File: src/rtl/led_pattern_gen.sv
// led_pattern_gen: multi-mode LED pattern generator with a runtime-loadable
// tick period. Modes: COUNT, ROTATE, BOUNCE, HOLD. Also provides a registered
// inverted copy of the pattern and a one-cycle TICK strobe on every pattern step.
// Optional feature macro LED_PWM_EN: adds a BRIGHT[3:0] input and gates the LED
// port with a free-running 4-bit PWM comparator (INV_LED stays ungated).
module led_pattern_gen #(
  parameter int          WIDTH          = 8,
  parameter int          CNT_WIDTH      = 32,
  parameter int unsigned DEFAULT_PERIOD = 1023
) (
  input  logic                 CLK,
  input  logic                 RST,
  input  logic                 EN,
  input  logic [1:0]           MODE,
  input  logic [CNT_WIDTH-1:0] PERIOD,
  input  logic                 PERIOD_LOAD,
`ifdef LED_PWM_EN
  input  logic [3:0]           BRIGHT,
`endif
  output logic [WIDTH-1:0]     LED,
  output logic [WIDTH-1:0]     INV_LED,
  output logic                 TICK
);

  typedef enum logic [1:0] {
    M_COUNT  = 2'd0,
    M_ROTATE = 2'd1,
    M_BOUNCE = 2'd2,
    M_HOLD   = 2'd3
  } mode_t;

  typedef enum logic {
    DIR_LEFT  = 1'b0,
    DIR_RIGHT = 1'b1
  } dir_t;

  logic [WIDTH-1:0]     r_pat;
  logic [WIDTH-1:0]     r_inv;
  logic                 r_tick;
  logic [CNT_WIDTH-1:0] r_count;
  logic [CNT_WIDTH-1:0] r_per;
  mode_t                r_mode;
  dir_t                 r_dir;

  mode_t                w_mode_in;
  logic                 w_mode_chg;
  logic [WIDTH-1:0]     w_step_pat;
  dir_t                 w_step_dir;
  logic [WIDTH-1:0]     w_pat_nxt;
  dir_t                 w_dir_nxt;
  logic [CNT_WIDTH-1:0] w_count_nxt;
  logic [CNT_WIDTH-1:0] w_per_nxt;
  logic                 w_tick_nxt;

  // True when exactly one bit of v is set.
  function automatic logic is_onehot(input logic [WIDTH-1:0] v);
    return (v != '0) && ((v & (v - WIDTH'(1))) == '0);
  endfunction

  assign w_mode_in  = mode_t'(MODE);
  assign w_mode_chg = (w_mode_in != r_mode);

  // Pattern that a tick would produce in the currently registered mode.
  always_comb begin
    w_step_pat = r_pat;
    w_step_dir = r_dir;
    case (r_mode)
      M_COUNT: w_step_pat = r_pat + WIDTH'(1);
      M_ROTATE: begin
        if (r_pat == '0) w_step_pat = WIDTH'(1);
        else             w_step_pat = (r_pat << 1) | (r_pat >> (WIDTH - 1));
      end
      M_BOUNCE: begin
        if (WIDTH == 1) begin
          w_step_pat = WIDTH'(1);
          w_step_dir = DIR_LEFT;
        end else if (!is_onehot(r_pat)) begin
          w_step_pat = WIDTH'(1);
          w_step_dir = DIR_LEFT;
        end else if (r_dir == DIR_LEFT) begin
          w_step_pat = r_pat << 1;
          if (w_step_pat[WIDTH-1]) w_step_dir = DIR_RIGHT;
        end else begin
          w_step_pat = r_pat >> 1;
          if (w_step_pat[0]) w_step_dir = DIR_LEFT;
        end
        // A one-hot walked off the end can only come from a stale direction;
        // recover to the canonical start rather than going dark.
        if (w_step_pat == '0) begin
          w_step_pat = WIDTH'(1);
          w_step_dir = DIR_LEFT;
        end
      end
      default: w_step_pat = r_pat;
    endcase
  end

  // Next-state selection: period load and mode change both cancel the step,
  // otherwise the enabled prescaler decides whether this cycle ticks.
  always_comb begin
    w_pat_nxt   = r_pat;
    w_dir_nxt   = r_dir;
    w_count_nxt = r_count;
    w_per_nxt   = r_per;
    w_tick_nxt  = 1'b0;
    if (PERIOD_LOAD) begin
      w_per_nxt   = PERIOD;
      w_count_nxt = '0;
    end
    if (w_mode_chg) begin
      w_count_nxt = '0;
      case (w_mode_in)
        M_COUNT:  w_pat_nxt = '0;
        M_ROTATE: w_pat_nxt = WIDTH'(1);
        M_BOUNCE: begin
          w_pat_nxt = WIDTH'(1);
          w_dir_nxt = DIR_LEFT;
        end
        default:  w_pat_nxt = r_pat;
      endcase
    end else if (!PERIOD_LOAD && EN) begin
      if (r_count == r_per) begin
        w_count_nxt = '0;
        w_tick_nxt  = 1'b1;
        w_pat_nxt   = w_step_pat;
        w_dir_nxt   = w_step_dir;
      end else begin
        w_count_nxt = r_count + CNT_WIDTH'(1);
      end
    end
  end

  // State and registered outputs; INV_LED follows the pattern every cycle.
  always_ff @(posedge CLK or negedge RST) begin
    if (!RST) begin
      r_pat   <= '0;
      r_inv   <= '0;
      r_tick  <= 1'b0;
      r_count <= '0;
      r_per   <= CNT_WIDTH'(DEFAULT_PERIOD);
      r_mode  <= M_COUNT;
      r_dir   <= DIR_LEFT;
    end else begin
      r_pat   <= w_pat_nxt;
      r_inv   <= ~r_pat;
      r_tick  <= w_tick_nxt;
      r_count <= w_count_nxt;
      r_per   <= w_per_nxt;
      r_mode  <= w_mode_in;
      r_dir   <= w_dir_nxt;
    end
  end

`ifdef LED_PWM_EN
  logic [3:0]       r_pwm;
  logic [WIDTH-1:0] r_led;
  logic [3:0]       w_pwm_nxt;

  assign w_pwm_nxt = r_pwm + 4'd1;

  // Free-running brightness counter; the gate uses next-cycle values so the
  // gated LED stays aligned with TICK.
  always_ff @(posedge CLK or negedge RST) begin
    if (!RST) begin
      r_pwm <= 4'd0;
      r_led <= '0;
    end else begin
      r_pwm <= w_pwm_nxt;
      r_led <= w_pat_nxt & {WIDTH{(w_pwm_nxt < BRIGHT)}};
    end
  end

  assign LED = r_led;
`else
  assign LED = r_pat;
`endif

  assign INV_LED = r_inv;
  assign TICK    = r_tick;

endmodule
File: config.mk
export PLATFORM = sky130hd
export DESIGN_NAME = led_pattern_gen
export DESIGN_NICKNAME = d
export VERILOG_FILES = /design/src/rtl/led_pattern_gen.sv
export SDC_FILE = /design/constraint.sdc
export NUM_CORES = 1
export LEC_CHECK = 0
export CORE_UTILIZATION = 30
export CTS_CLUSTER_DIAMETER = 100
export DETAILED_ROUTE_END_ITERATION = 10
export GPL_ROUTABILITY_DRIVEN = 0
export PLACE_DENSITY = 0.53
export SYNTH_ARGS = -nofsm -noshare
export SYNTH_HDL_FRONTEND = slang
export SYNTH_SLANG_ARGS = --single-unit
File: constraint.sdc
create_clock -name CLK -period 2.05 [get_ports CLK]
set_input_delay 0.41 -clock CLK [delete_from_list [all_inputs] [get_ports CLK]]
set_output_delay 0.41 -clock CLK [all_outputs]
set_load 0.03 [all_outputs]
==> impl_metrics.json <==
{
  "overflow": 0,
  "dr.pass1.iters": 6,
  "rsz0062_at_grt": "true",
  "worst_pin_slew_ns": 0.399,
  "io_buffers": 54,
  "synth.avg_cell_area_um2": 10.3,
  "place_hpwl_um": 9020,
  "irDropWorstVdd_v": 0.000410,
  "post-route-util_pct": 45.2,
  "grtUsageTotal_pct": 16.8,
  "routed_wl_um": 13300,
  "die_area_um2": 16300,
  "cts_buffers": 9,
  "yosysTopAreaCell": "dfrtp_1",
  "cts.sinks": 84,
  "num_vias": 4087,
  "synthCells": 462,
  "seq_area_frac_synth_pct": 44.5,
  "grt_first_pass_wirelength_um": 21000,
  "netlist_area_um2": 4750,
  "drv_slew": 0,
  "required_ns": 2.28,
  "cpMaxStageDelayCell": "dfstp_2",
  "core_area_um2": 15300,
  "drtAntennaViolNets": 0,
  "synthDistinctLibCells": 57,
  "cp_top_family": "flip-flops",
  "min_period_ns": 2.11,
  "post-synth-top-count-cell": "dfrtp_1",
  "row_count": 45,
  "grt_max_degree": 37,
  "maxCapViolations": 0,
  "synth_simple_gate_area_share_pct": 16.9,
  "ys_ff_latch": 84,
  "synth.top_cells.by_count": "dfrtp_1 (74), xnor2_1 (36), mux2_2 (33), nand2_1 (29)",
  "hold_class": "in2async",
  "fp.dieH_um": 128,
  "async_flop_share_pct": 100,
  "cp-end-kind": "register",
  "synthFlopType": "dfrtp_1",
  "cts_tree": "done",
  "wl_per_cell_um": 16.4,
  "ctsHoldBuffers": 0,
  "dp_cells": 781,
  "multi_input_area_um2": 2790,
  "clk_pin_slew_ns": 0.06,
  "finalSetupViolations": 17,
  "die_w_um": 128,
  "p_leak_nw": 2.79,
  "regArea_um2": 2120,
  "clockRootBuffer": "clkbuf_16",
  "syn_nets": 508,
  "drt_drc_violations_left": 0,
  "final_cells": 809,
  "h-tree-depth": 3,
  "clk_latency_ns": 0.35,
  "tns_ns": -0.537,
  "violations": "negative hold slack, negative setup slack",
  "design_area_um2": 6930,
  "critPathArrivalTime_ns": 2.34,
  "grt_antenna_before_repair": 0,
  "synth_xor_area_share_pct": 7.32,
  "slowest_delay_ns": 0.55,
  "worst-path-buf-inv": 2,
  "grt_pass1_vias": 4140,
  "synthMuxAreaShare_pct": 10.6,
  "drt_iter0_markers": 311,
  "timing.fmax_mhz": 473,
  "relSlewSlack_pct": 73.1,
  "via_per_inst": 5.05,
  "cp.depth": 7,
  "fillCellCount": 1469,
  "final_nets": 639,
  "synth.top_cell.area_share_pct": 39.0,
  "synth_area_leaders": "dfrtp_1 (39%), mux2_2 (7.8%), xnor2_1 (6.6%)",
  "synth_top_family_by_area": "simple AND/OR/NAND/NOR gates",
  "dpl_cell_area_um2": 6100,
  "fin_skew_ns": 0.0103,
  "num_antenna_cells": 0,
  "post-route-worst-setup-slack_ns": -0.0628,
  "reg2reg_depth": 7,
  "cp_cell_sequence": "xnor2_2 > nand4_1 > nor4_4 > buf_4 > a31oi_4 > clkbuf_16 > a221o_1",
  "worst_hold_slack_ns": -0.00204,
  "drive_gt1_share_pct": 39.1,
  "power.density_nw_per_um2": 663,
  "start_util_pct": 31.0,
  "outcome": "finished with violations",
  "finalCritPeriodShare_pct": 103,
  "cp-start-kind": "register",
  "area.growth.synth_to_final_pct": 45.8,
  "synth_compound_area_share_pct": 13.9,
  "crit_type": "reg2reg",
  "hold_viol_final": 4,
  "synth_edf_count": 0,
  "ios": 55,
  "clk_path_buf_depth": 2,
  "synth.yosys.warnings": 0,
  "worstPathMaxFanout": 7,
  "synthAdderAreaFrac_pct": 2.32
}
[per-stage QoR]
stage               total power [mW]  setup WS, ns
global placement                2.91        -0.204
floorplan                       2.47       -0.0525
finish                          4.59       -0.0628
global route                    4.81        -0.162
CTS                             4.62       -0.0997
detailed placement              2.94        -0.259
[timing repair]
action                                  CTS  global route
buffers inserted                          5             1
endpoints found under the setup margin   32            42
cloned                                    5             3
gates resized for setup                  43            52
pin swaps                                23            23
[worst register-to-register path, stage by stage (launching register included)]
cell and delay (ns):
dfstp_2 0.55, xnor2_2 0.12, nand4_1 0.18, nor4_4 0.36
buf_4 0.19, a31oi_4 0.12, clkbuf_16 0.20, a221o_1 0.28
[sequential cells by signal (all words and copies together), names as in the netlist]
name,count
TICK,1
LED,8
r_dir,1
r_mode,2
INV_LED,8
r_count,32
r_per,32
[routing by layer]
| metal | up-vias | wire length, um | global-route usage (%) |
|---|---|---|---|
| met5 | - | 0 | 0 |
| met1 | 2021 | 5860 | 20.9 |
| met2 | 100 | 6750 | 28.9 |
| li1 | 1950 | - | - |
| met3 | 16 | 504 | 3.63 |
| met4 | 0 | 150 | 5.47 |
[worst paths after layout]
check	from	to	slack, ns
max in group asynchronous	RST	r_count[8]$_DFFE_PN0P_	1.40
setup / recovery	r_per[1]$_DFFE_PN1P_	LED[0]$_DFFE_PN0P_	-0.06
hold reg to reg	r_per[19]$_DFFE_PN0P_	r_per[19]$_DFFE_PN0P_	0.53
min in group CLK	r_per[19]$_DFFE_PN0P_	r_per[19]$_DFFE_PN0P_	0.53
setup reg to reg	r_per[1]$_DFFE_PN1P_	LED[0]$_DFFE_PN0P_	-0.06
hold / removal	RST	r_dir$_DFFE_PN0P_	-0.002
[where the power goes]
| part | switching (mW) | internal (mW) | total, mW |
|---|---|---|---|
| Combinational | 0.599 | 0.565 | 1.16 |
| Sequential | 0.0881 | 1.79 | 1.88 |
| Clock | 0.663 | 0.888 | 1.55 |
| Total | 1.35 | 3.24 | 4.59 |
[cell families after synthesis]
kind of cell,after synthesis
AOI/OAI and AO/OA,96
muxes,46
xor gates and xnor gates,38
DFF,84
and+or+nand+nor,144
buffers and inverters,45
adders and majority gates,9
[area by class of cell]
type / count / area share [%]
sequential: 84 / 30.6
clock inverter: 3 / 0.325
inverter: 18 / 0.975
timing repair buffer: 147 / 20.2
tap: 211 / 3.81
clock buffer: 13 / 3.76
multi-input combinational: 333 / 40.3
[layout by cell type, fill, tap and decap left out, types with 5 or more instances in the layout]
master | Yosys | routed
a21oi_2 | 1 | 15
buf_6 | 5 | 6
mux2i_1 | 13 | 12
nand3_1 | 20 | 16
buf_4 | 0 | 79
a21oi_1 | 24 | 7
nor2_1 | 24 | 22
clkdlybuf4s50_1 | 0 | 51
nor3_1 | 13 | 6
and3_1 | 5 | 5
inv_1 | 18 | 17
o21ai_0 | 18 | 7
a22o_1 | 9 | 9
and2_1 | 6 | 6
xnor2_1 | 36 | 32
a31oi_1 | 10 | 10
nand2_4 | 0 | 5
mux2_2 | 33 | 33
ha_1 | 8 | 7
dfrtp_1 | 74 | 70
nand4_1 | 19 | 19
nand2_1 | 29 | 23
a211oi_1 | 9 | 5
o21ai_1 | 0 | 7
a21o_1 | 8 | 8
dfstp_2 | 10 | 10
xnor2_2 | 2 | 6
nor3_2 | 0 | 7
clkbuf_16 | 0 | 12
No activity file was read; power rests on OpenSTA's default activity.
